### config.mk
export PLATFORM = sky130hd
export DESIGN_NAME = turn_signal_sequencer_flat
export DESIGN_NICKNAME = d
export VERILOG_FILES = /design/src/rtl/turn_signal_sequencer_if.sv /design/src/rtl/turn_signal_sequencer.sv /design/src/flat_wrapper.sv
export SDC_FILE = /design/constraint.sdc
export NUM_CORES = 1
export LEC_CHECK = 0
export ABC_CLOCK_PERIOD_IN_PS = 2100
export CAP_MARGIN = 30
export CORE_MARGIN = 2
export CORE_UTILIZATION = 40
export CTS_CLUSTER_DIAMETER = 150
export DETAILED_ROUTE_END_ITERATION = 6
export PLACE_DENSITY_LB_ADDON = 0.15
export SLEW_MARGIN = 20
export SYNTH_ARGS = -nofsm -noshare
export SYNTH_HDL_FRONTEND = slang
export SYNTH_SLANG_ARGS = --single-unit
export TNS_END_PERCENT = 30
### constraint.sdc
create_clock -name clk -period 2.1 [get_ports clk]
set_clock_uncertainty 0.15 [all_clocks]
set_input_delay 0.315 -clock clk [delete_from_list [all_inputs] [get_ports clk]]
set_output_delay 0.315 -clock clk [all_outputs]
set_load 0.02 [all_outputs]
### src/rtl/turn_signal_sequencer_if.sv
// Request/lamp bundle between the board top level and the turn-signal sequencer.
// master drives the button levels; slave returns the registered lamp bar and busy.
interface turn_signal_sequencer_if #(
  parameter int LEDS_PER_SIDE = 3
);
  logic                         left;
  logic                         right;
  logic                         hazard;
  logic [2*LEDS_PER_SIDE-1:0]   leds;
  logic                         busy;

  modport master (
    output left,
    output right,
    output hazard,
    input  leds,
    input  busy
  );

  modport slave (
    input  left,
    input  right,
    input  hazard,
    output leds,
    output busy
  );
endinterface

### src/rtl/turn_signal_sequencer.sv
// Sequential left/right turn animation and hazard flash for a 2*N lamp bar, stepped by a prescaler.
// Outputs registered, first pattern one clock after the sampling edge; level inputs, no backpressure.
module turn_signal_sequencer #(
  parameter int LEDS_PER_SIDE = 3,
  parameter int STEP_CYCLES   = 4
) (
  input  logic                  clk,
  input  logic                  reset,
  turn_signal_sequencer_if.slave bus
);
  localparam int N  = LEDS_PER_SIDE;
  localparam int PW = (STEP_CYCLES > 1) ? $clog2(STEP_CYCLES) : 1;
  localparam int SW = $clog2(N + 2);
  localparam logic [PW-1:0] PMAX = PW'(STEP_CYCLES - 1);
  localparam logic [SW-1:0] LAST = SW'(N + 1);

  typedef enum logic [2:0] {
    IDLE    = 3'd0,
    LEFT    = 3'd1,
    RIGHT   = 3'd2,
    HAZ_ON  = 3'd3,
    HAZ_OFF = 3'd4
  } state_t;

  state_t          state, state_nxt;
  logic [SW-1:0]   step, step_nxt;
  logic [PW-1:0]   presc, presc_nxt;
  logic [2*N-1:0]  leds_q, leds_nxt;
  logic            busy_q, busy_nxt;
  logic            tick;
  logic            both;

  assign tick = (state != IDLE) && (presc == PMAX);
  assign both = bus.left & bus.right;

  always_ff @(posedge clk or negedge reset) begin
    if (!reset) begin
      state  <= IDLE;
      step   <= '0;
      presc  <= '0;
      leds_q <= '0;
      busy_q <= 1'b0;
    end else begin
      state  <= state_nxt;
      step   <= step_nxt;
      presc  <= presc_nxt;
      leds_q <= leds_nxt;
      busy_q <= busy_nxt;
    end
  end

  always_comb begin
    state_nxt = state;
    step_nxt  = step;
    case (state)
      IDLE: begin
        if (bus.hazard || both) begin
          state_nxt = HAZ_ON;
          step_nxt  = '0;
        end else if (bus.left) begin
          state_nxt = LEFT;
          step_nxt  = SW'(1);
        end else if (bus.right) begin
          state_nxt = RIGHT;
          step_nxt  = SW'(1);
        end
      end
      LEFT, RIGHT: begin
        if (bus.hazard) begin
          state_nxt = HAZ_ON;
          step_nxt  = '0;
        end else if (tick) begin
          if (step != LAST) begin
            step_nxt = step + 1'b1;
          end else if ((state == LEFT) ? bus.left : bus.right) begin
            // same direction still requested: loop with no idle gap
            step_nxt = SW'(1);
          end else if ((state == LEFT) ? bus.right : bus.left) begin
            state_nxt = (state == LEFT) ? RIGHT : LEFT;
            step_nxt  = SW'(1);
          end else begin
            state_nxt = IDLE;
            step_nxt  = '0;
          end
        end
      end
      HAZ_ON: begin
        if (tick) state_nxt = HAZ_OFF;
      end
      HAZ_OFF: begin
        if (tick) state_nxt = (bus.hazard || both) ? HAZ_ON : IDLE;
      end
      default: begin
        state_nxt = IDLE;
        step_nxt  = '0;
      end
    endcase

    // restart the step timer on any state entry, including the very first
    if ((state_nxt != state) || tick || (state == IDLE)) begin
      presc_nxt = '0;
    end else begin
      presc_nxt = presc + 1'b1;
    end
  end

  always_comb begin
    leds_nxt = '0;
    busy_nxt = (state_nxt != IDLE);
    case (state_nxt)
      HAZ_ON: leds_nxt = '1;
      LEFT: begin
        for (int i = 0; i < N; i++) begin
          leds_nxt[N+i] = (step_nxt != LAST) && (i < int'(step_nxt));
        end
      end
      RIGHT: begin
        for (int i = 0; i < N; i++) begin
          leds_nxt[N-1-i] = (step_nxt != LAST) && (i < int'(step_nxt));
        end
      end
      default: leds_nxt = '0;
    endcase
  end

  assign bus.leds = leds_q;
  assign bus.busy = busy_q;
endmodule
### src/flat_wrapper.sv
// flat-port wrapper written by rule: the top's interface ports become plain ports
module turn_signal_sequencer_flat 
#(
  parameter int LEDS_PER_SIDE = 3,
  parameter int STEP_CYCLES   = 4
)
  (clk, reset, bus_left, bus_right, bus_hazard, bus_leds, bus_busy);
  turn_signal_sequencer_if #(.LEDS_PER_SIDE(LEDS_PER_SIDE)) bus_i ();
  input  logic clk;
  input  logic reset;
  input wire logic [$bits(bus_i.left)-1:0] bus_left;
  input wire logic [$bits(bus_i.right)-1:0] bus_right;
  input wire logic [$bits(bus_i.hazard)-1:0] bus_hazard;
  output wire logic [$bits(bus_i.leds)-1:0] bus_leds;
  output wire logic [$bits(bus_i.busy)-1:0] bus_busy;
  assign bus_i.left = bus_left;
  assign bus_i.right = bus_right;
  assign bus_i.hazard = bus_hazard;
  assign bus_leds = bus_i.leds;
  assign bus_busy = bus_i.busy;
  turn_signal_sequencer #(.LEDS_PER_SIDE(LEDS_PER_SIDE), .STEP_CYCLES(STEP_CYCLES)) u_core (.clk(clk), .reset(reset), .bus(bus_i));
endmodule
## Yosys cells after proc, flatten, opt, wreduce, memory -nomap -nowiden

Cells that the tools add are included.

- Flip-flop bits (word level): 15
- Input bits: 5
- Output and inout port bits: 7
- Logic and storage cells: 61

- Add/sub/neg operators: 2
- Magnitude comparators: 3
- Equality and inequality tests: 11
- Multiplexer cells: 27
- Bitwise operators: 1
- Reductions and logical operators: 12

Operators with widths:

| cell | number |
|---|---|
| 3-bit two-way mux | 17 |
| 3-bit by 2-bit == test with 1-bit output (second input constant) | 4 |
| 3-bit case mux with 2 select lines | 2 |
| 3-bit case mux with 4 select lines | 1 |
| 3-bit case mux with 3 select lines | 1 |
| 3-bit by 1-bit == test with 1-bit output (second input constant) | 2 |
| 1-bit by 3-bit less-than comparator with 1-bit output (first input constant) | 2 |
| 2-bit two-way mux | 3 |
| 3-bit inequality test (second input constant) | 2 |
| 3-bit nonzero test | 2 |
| 1-bit logical AND | 4 |
| 2-bit OR reduction | 2 |
| 3-bit by 1-bit adder with 3-bit output (second input constant) | 1 |
| 3-bit == test (second input constant) | 1 |
| 3-bit zero test | 1 |
| 1-bit logical OR | 3 |
| 2-bit by 3-bit less-than comparator with 1-bit output (first input constant) | 1 |
| 1-bit two-way mux | 3 |
| 3-bit inequality test | 1 |
| 2-bit by 1-bit adder with 2-bit output (second input constant) | 1 |
| 2-bit == test (second input constant) | 1 |
| 1-bit AND | 1 |

## Longest topological paths before layout

Gate-level depths: netlist (run 1).

- Depth after elaboration: 12
- Depth in mapped cells: 8

## Worst setup path after synthesis (run 1)

No wires, ideal clock.

- Path type: reg2reg
- From: reg u_core.step[0]
- To: reg u_core.presc[0]
- Library setup time: 0.072 ns
- Arrival time: 1.802 ns
- Required time: 1.878 ns
- Setup slack: 0.076 ns
- Cell stages (with the launch flop): 9
- Buffers on the path: 0
- Period minus slack after synthesis: 2.024 ns
- Cell sequence: dfrtp_1 > inv_1 > ha_1 > a31o_1 > a31o_1 > a211oi_4 > mux2_1 > nand3b_1 > nor2_1

- Longest elaborated chain between the ends: 9

Ends and longest elaborated chain:

| what | line | source |
|---|---|---|
| start: declaration | turn_signal_sequencer.sv:26 | `logic [SW-1:0] step, step_nxt;` |
| start signal: assignment | turn_signal_sequencer.sv:45 | `step <= step_nxt;` |
| 3-bit inequality test | turn_signal_sequencer.sv:73 | `if (step != LAST) begin` |
| 3-bit two-way mux | turn_signal_sequencer.sv:73 |  |
| 3-bit two-way mux | turn_signal_sequencer.sv:72 | `end else if (tick) begin` |
| 3-bit two-way mux | turn_signal_sequencer.sv:69 | `if (bus.hazard) begin` |
| 3-bit case mux with 4 select lines | turn_signal_sequencer.sv:55 | `case (state)` |
| 3-bit inequality test | turn_signal_sequencer.sv:100 | `if ((state_nxt != state) \|\| tick \|\| (state == IDLE)) begin` |
| 1-bit logical OR (2 in a row) | turn_signal_sequencer.sv:100 |  |
| 2-bit two-way mux | turn_signal_sequencer.sv:100 |  |
| via u_core.presc_nxt[0] | turn_signal_sequencer.sv:27 | `logic [PW-1:0] presc, presc_nxt;` |
| end signal: assignment | turn_signal_sequencer.sv:46 | `presc <= presc_nxt;` |
| end: declaration | turn_signal_sequencer.sv:27 |  |

The timed path passes the listed nets, and every way through them passes these cells.

## Worst setup path after layout (run 1)

- From: reg u_core.state[0]
- To: reg u_core.leds_q[1] (netlist: u_core.bus.leds[1])

- Longest elaborated chain between the ends: 11
- Elaborated cells between the ends (all ways): 35

Ends and longest elaborated chain:

| what | line | source |
|---|---|---|
| start: declaration | turn_signal_sequencer.sv:25 | `state_t state, state_nxt;` |
| start signal: assignment | turn_signal_sequencer.sv:44 | `state <= state_nxt;` |
| 3-bit by 1-bit == test with 1-bit output | - |  |
| 1-bit two-way mux (2 in a row) | turn_signal_sequencer.sv:78 | `end else if ((state == LEFT) ? bus.right : bus.left) begin` |
| 3-bit two-way mux | turn_signal_sequencer.sv:75 | `end else if ((state == LEFT) ? bus.left : bus.right) begin` |
| 3-bit two-way mux | turn_signal_sequencer.sv:73 |  |
| 3-bit two-way mux | turn_signal_sequencer.sv:72 |  |
| 3-bit two-way mux | turn_signal_sequencer.sv:69 |  |
| 3-bit case mux with 3 select lines | turn_signal_sequencer.sv:55 |  |
| 1-bit by 3-bit less-than comparator with 1-bit output / 3-bit inequality test (equally long branches) | turn_signal_sequencer.sv:119 | `leds_nxt[N-1-i] = (step_nxt != LAST) && (i < int'(step_nxt));` |
| 1-bit logical AND | turn_signal_sequencer.sv:119 |  |
| 3-bit case mux with 2 select lines (*) | turn_signal_sequencer.sv:110 | `case (state_nxt)` |
| via u_core.leds_nxt[1] | turn_signal_sequencer.sv:28 | `logic [2*N-1:0] leds_q, leds_nxt;` |
| end signal: assignment | turn_signal_sequencer.sv:47 | `leds_q <= leds_nxt;` |
| end: declaration | turn_signal_sequencer.sv:28 |  |

The timed path passes the listed nets; every way through them passes the cells marked *.

==> flow_summary.ini, run 1 <==
[global_routing]
antenna_found_initial = 0
grt_max_degree = 16
grt_pass1_vias = 796
grt_pass1_wl_um = 3420
overflow = 0
grtUsageTotal_pct = 17.0

[synthesis]
synth.avg_cell_area_um2 = 9.46
synthCells = 98
syn-cell-area_um2 = 927
async_flop_share_pct = 100
yosys_warnings = 0
ys_seq_area_share_pct = 40.5
yosysUniqueCellTypes = 44
synth-main-ff-cell = dfrtp_1
synth_edf_count = 0
syn_nets = 106
ys_seq_elements = 15

[routing]
dr_total_vias = 826
avgRoutedWirePerCell_um = 14.0
routed_via_density = 5.47
wl_um = 2120
drc = 0
drt_iter0_drc = 7
antenna_left = 0
first_pass_iters = 3

[timing]
final-hold-violation-count = 0
post-route-min-period_ns = 2.00
setup_violations = 0
maxSlewViolCount = 0
max_freq_mhz = 500
final.setup.tns_ns = 0
worst_slack_ns = 0.0984
max_slew.worst_pin.slew_ns = 0.337
finalCritPeriodShare_pct = 95.3
slew_headroom_pct = 77.4

[power_and_ir_drop]
pwr-share-clk_pct = 9.5
intPower_w = 0.000961
switching_share_pct = 41.7
seqPwrFrac_pct = 29.7
power.density_nw_per_um2 = 1350
pwr-share-comb_pct = 60.7
ir_drop_mv = 0.641
p_leak_nw = 0.514
p_sw_w = 0.000686

[place]
hpwl_um = 1500
dpl.cell_count = 145
finalWeightedCongestion = 0.798
numPortBuffers = 11
dp_slack_ns = -0.155
dpl_cell_area_um2 = 1140

[worst_setup_path]
cp.required_ns = 2.15
cp_max_fo = 12
end_kind = register
critPathArrivalTime_ns = 2.06
path_class = register to register
worstSetupStartpointType = register
regToRegSetupSlack_ns = 0.1

[clock_tree]
cts_tree = done
clkSinkCount = 15
root_buffer = clkbuf_4
cts_hold_buf = 0
htree_num_levels = 1
cts_buffers = 3
clk-insertion-delay-late_ns = 0.27
clk_pin_slew_ns = 0.08
cts_max_path_buffers = 2

[die]
core_um2 = 2210
start_util_pct = 41.9
fp.dieH_um = 52.1
die_area_um2 = 2720
row_count = 17
die_x_um = 52.1
io_pins = 12

[final_layout]
area_growth_pct = 31.2
final_layout_size_suffix_gt1_share_pct = 27.6
final_nets = 132
postLayoutCellArea_um2 = 1220
antenna_cells = 0
fill_cells = 229
final_util_pct = 55.0
fin_cells = 151

[run]
cap_violations = 0

[min_path]
hp-class = primary input to asynchronous set/reset pin

[run_status]
outcome = finished, final reports clean
## flip-flops by register name (all words and copies together) (netlist names)
signal / count
u_core.state: 3
u_core.presc: 2
u_core.bus.busy: 1
u_core.bus.leds: 6
u_core.step: 3
## area by class of cell
type / instances / area [µm²] / area share [%]
flip-flops and latches: 15 / 378 / 31.1
well taps: 28 / 35.0 / 2.88
inverters: 10 / 37.5 / 3.09
multi-input cells: 68 / 517 / 42.5
clock buffers: 4 / 26.3 / 2.16
repair buffers: 26 / 223 / 18.3
## layout by cell type (no fill, tap or decap), types with 2 or more instances in the layout
| cell | count |
|---|---|
| dfrtp_1 | 13 |
| buf_4 | 15 |
| inv_1 | 9 |
| o21ai_0 | 2 |
| dfrtp_2 | 2 |
| o31ai_1 | 2 |
| nor2_1 | 7 |
| a21oi_1 | 9 |
| nand2b_1 | 2 |
| o21ai_1 | 2 |
| clkdlybuf4s50_1 | 11 |
| nand3_1 | 3 |
| nor3_1 | 2 |
| xnor2_1 | 2 |
| clkbuf_4 | 3 |
| nand3b_1 | 3 |
| a31o_1 | 2 |
## synth_stat cells (2+ instances only)
library cell,n,area (µm²)
a21oi_1,10,50.1
a31o_1,2,17.5
buf_2,2,10.0
dfrtp_1,15,375
ha_1,3,37.5
inv_1,10,37.5
nand2_1,2,7.51
nand2b_1,2,12.5
nand3_1,3,15.0
nand3b_1,3,22.5
nor2_1,7,26.3
nor3_1,2,10.0
o21ai_0,3,15.0
o22ai_1,2,12.5
o31ai_1,2,15.0
xnor2_1,2,17.5
## final timing paths
kind                                           start                      endpoint  cells past startpoint
max                        u_core.state[0]$_DFF_PN0_  u_core.bus.leds[1]$_DFF_PN0_                      7
min                                            reset      u_core.step[1]$_DFF_PN0_                      2
max reg2reg                u_core.state[0]$_DFF_PN0_  u_core.bus.leds[1]$_DFF_PN0_                      7
min reg2reg                u_core.presc[0]$_DFF_PN0_     u_core.presc[0]$_DFF_PN0_                      1
max in group asynchronous                      reset     u_core.state[0]$_DFF_PN0_                      2
min in group clk           u_core.presc[0]$_DFF_PN0_     u_core.presc[0]$_DFF_PN0_                      1
## per-layer routing
layer  track usage, %  vias to the layer above  share of wire, %
met5                0                        -                 0
met4             7.69                        0               1.6
met3             2.87                        4               2.3
met2             28.7                       11                50
met1             21.1                      404                46
li1                 -                      407                 -
## cell families after synthesis
kind of cell,Yosys count,share of synthesized area [%]
AO/OA/AOI/OAI,31,24.6
XOR/XNOR,2,1.89
adder cells (fa/ha/maj),3,4.05
buffers and inverters,15,7.56
flip-flops,15,40.5
multiplexers,2,2.43
AND/OR/NAND/NOR,30,19.0
## critical path, cell delays in order (launching register included)
cell and delay, ns:
dfrtp_2 0.50, or3b_2 0.54, o211ai_2 0.11, a221oi_2 0.12, buf_4 0.15, nor2_1 0.14
o21ai_1 0.08, a21oi_1 0.14
## timing repair
action	in CTS	in global routing
resized for setup	0	11
endpoints found under the setup margin	0	8
endpoints found under the hold margin	0	0
setup buffers	0	2
## power by group through the flow
stage | combinational, W | sequential, W | clock (W)
detailed placement | 0.000949 | 0.000491 | 0
CTS | 0.000957 | 0.000486 | 0.000166
global placement | 0.000943 | 0.000487 | 0
floorplan | 0.000562 | 0.000527 | 0
global route | 0.00111 | 0.000504 | 0.000180
finish | 0.00100 | 0.000490 | 0.000157
## metrics by stage
step                      total power (W)  hold slack, ns
final                             0.00165           0.192
after detailed placement          0.00144           0.292
after global routing              0.00180           0.187
after floorplan                   0.00109          -0.131
after global placement            0.00143           0.271
after CTS                         0.00161           0.186
(Power assumes the default switching activity.)
==> run 2: changes to the inputs <==
--- a/config.mk
+++ b/config.mk
@@ -5,7 +5,7 @@
 export SDC_FILE = /design/constraint.sdc
 export NUM_CORES = 1
 export LEC_CHECK = 0
-export ABC_CLOCK_PERIOD_IN_PS = 2100
+export ABC_CLOCK_PERIOD_IN_PS = 2200
 export CAP_MARGIN = 30
 export CORE_MARGIN = 2
 export CORE_UTILIZATION = 40
==> constraint.sdc (replaced) <==
create_clock -name clk -period 2.2 [get_ports clk]
set_clock_uncertainty 0.15 [all_clocks]
set_input_delay 0.33 -clock clk [delete_from_list [all_inputs] [get_ports clk]]
set_output_delay 0.33 -clock clk [all_outputs]
set_load 0.05 [all_outputs]
==> flow_summary.ini, run 2 (synthesis gave the netlist of run 1 again) <==
[worst_setup_path]
regToRegSetupSlack_ns = 0.17
crit_top_cell = a31o_1
cp_slowest_stage_delay_ns = 0.38
cp_max_fo = 6
rr_startpoint = u_core.presc[0]$_DFF_PN0_
cp.required_ns = 2.23
cpMaxStageDelayCell = dfrtp_1
endpoint = u_core.presc[0]$_DFF_PN0_
cp-startpoint = u_core.presc[0]$_DFF_PN0_
path_class = register to register
path_cells = ha_1, a31o_1, a31o_1, a21o_1, mux2_1, nand3b_1, nor2_1
end_kind = register
worstSetupStartpointType = register
reg2reg_to = u_core.presc[0]$_DFF_PN0_
reg2regPathDepth = 7
critPathArrivalTime_ns = 2.06

[clock_tree]
clkSinkCount = 15
root_buffer = clkbuf_4
clk-insertion-delay-late_ns = 0.28
cts_hold_buf = 0
cts_tree = done
cts_buffers = 3
cts_max_path_buffers = 2
clk_pin_slew_ns = 0.09
htree_num_levels = 1

[timing]
max_freq_mhz = 492
max_slew.worst_pin.slew_ns = 0.629
post-route-min-period_ns = 2.03
slew_headroom_pct = 57.9
maxSlewViolCount = 0
final-hold-violation-count = 0
final.setup.tns_ns = 0
rsz0062_at_grt = no
finalCritPeriodShare_pct = 92.4
setup_violations = 0

[global_routing]
grt_pass1_vias = 725
antenna_found_initial = 0
grt_max_degree = 16
grtUsageTotal_pct = 17.2
grt_pass1_wl_um = 3400
overflow = 0

[die]
start_util_pct = 41.9
row_count = 17
core_um2 = 2210
die_x_um = 52.1
die_area_um2 = 2720
fp.dieH_um = 52.1
io_pins = 12

[run]
cap_violations = 0

[power_and_ir_drop]
p_sw_w = 0.000797
seqPwrFrac_pct = 28.2
p_leak_nw = 0.506
power.density_nw_per_um2 = 1420
intPower_w = 0.000875
total_power_w = 0.00167
switching_share_pct = 47.7
ir_drop_mv = 0.767
pwr-share-clk_pct = 9.3
pwr-share-comb_pct = 62.5

[final_layout]
final_layout_size_suffix_gt1_share_pct = 22.7
largest_reg_flops = 6
final_util_pct = 53.1
final_cell_mix = dfrtp_1 (14), clkdlybuf4s50_1 (11), buf_4 (11), a21oi_1 (10), inv_1 (10)
layout_commonest_cell = dfrtp_1
area_growth_pct = 26.7
fin_cells = 147
antenna_cells = 0
final_nets = 128

[routing]
antenna_left = 0
wl_um = 1950
first_pass_iters = 4
drc = 0
drt_iter0_drc = 18
routed_via_density = 5.31
dr_total_vias = 780
avgRoutedWirePerCell_um = 13.3

[run_status]
outcome = finished, final reports clean

[place]
dpl.cell_count = 143
hpwl_um = 1460
numPortBuffers = 11
finalWeightedCongestion = 0.766

[min_path]
hp-class = primary input to asynchronous set/reset pin
[run 2: metrics by stage]
stage / worst slack [ns] / hold WS, ns / instance area [µm²]
5_1_grt: 0.0117 / 0.306 / 1170
6_report: 0.168 / 0.277 / 1170
4_1_cts: 0.0980 / 0.286 / 1150
3_3_place_gp: -0.0826 / 0.270 / 1120
3_5_place_dp: -0.0890 / 0.274 / 1120
2_1_floorplan: 0.176 / -0.116 / 927
[run 2: power by group through the flow]
| stage | Clock [W] | Sequential [W] | Combinational [W] |
|---|---|---|---|
| 2_1_floorplan | 0 | 0.000638 | 0.000536 |
| 3_3_place_gp | 0 | 0.000468 | 0.000993 |
| 3_5_place_dp | 0 | 0.000465 | 0.00101 |
| 4_1_cts | 0.000161 | 0.000463 | 0.00101 |
| 5_1_grt | 0.000175 | 0.000490 | 0.00114 |
| 6_report | 0.000155 | 0.000471 | 0.00105 |
[run 2: area by class of cell]
type / count / area (µm²)
clock inverters: 1 / 5.00
clock buffers: 3 / 22.5
multi-input cells: 68 / 505
repair buffers: 22 / 193
fillers: 216 / 1040
well taps: 28 / 35.0
inverters: 10 / 37.5
flip-flops and latches: 15 / 377
[run 2: worst min path at each step]
stage | endpoint | slack [ns] | cells after the start
after global routing | u_core.step[1]$_DFF_PN0_ | 0.31 | 1
after floorplan | u_core.bus.busy$_DFF_PN0_ | -0.12 | 0
after global placement | u_core.presc[0]$_DFF_PN0_ | 0.27 | 1
final | u_core.step[1]$_DFF_PN0_ | 0.28 | 1
after detailed placement | u_core.presc[0]$_DFF_PN0_ | 0.27 | 1
after CTS | u_core.presc[0]$_DFF_PN0_ | 0.29 | 1
[run 2: what timing repair did]
action	in CTS	in global routing
setup buffers	0	0
hold endpoints to repair	0	0
setup endpoints to repair	0	6
resized for setup	0	6
[run 2: layer usage]
metal  track usage, %  routed length, µm
met1             23.9                959
met2             25.1                872
met3             3.74                 89
met4             8.97                 31
met5                0                  0
[run 2: worst max-delay path, delay by kind of cell (launching register included)]
family                   cells  cell delay (ns)
AO/OA/AOI/OAI                3             0.68
AND/OR/NAND/NOR              2             0.16
multiplexers                 1             0.29
adder cells (fa/ha/maj)      1             0.27
flip-flops                   1             0.38
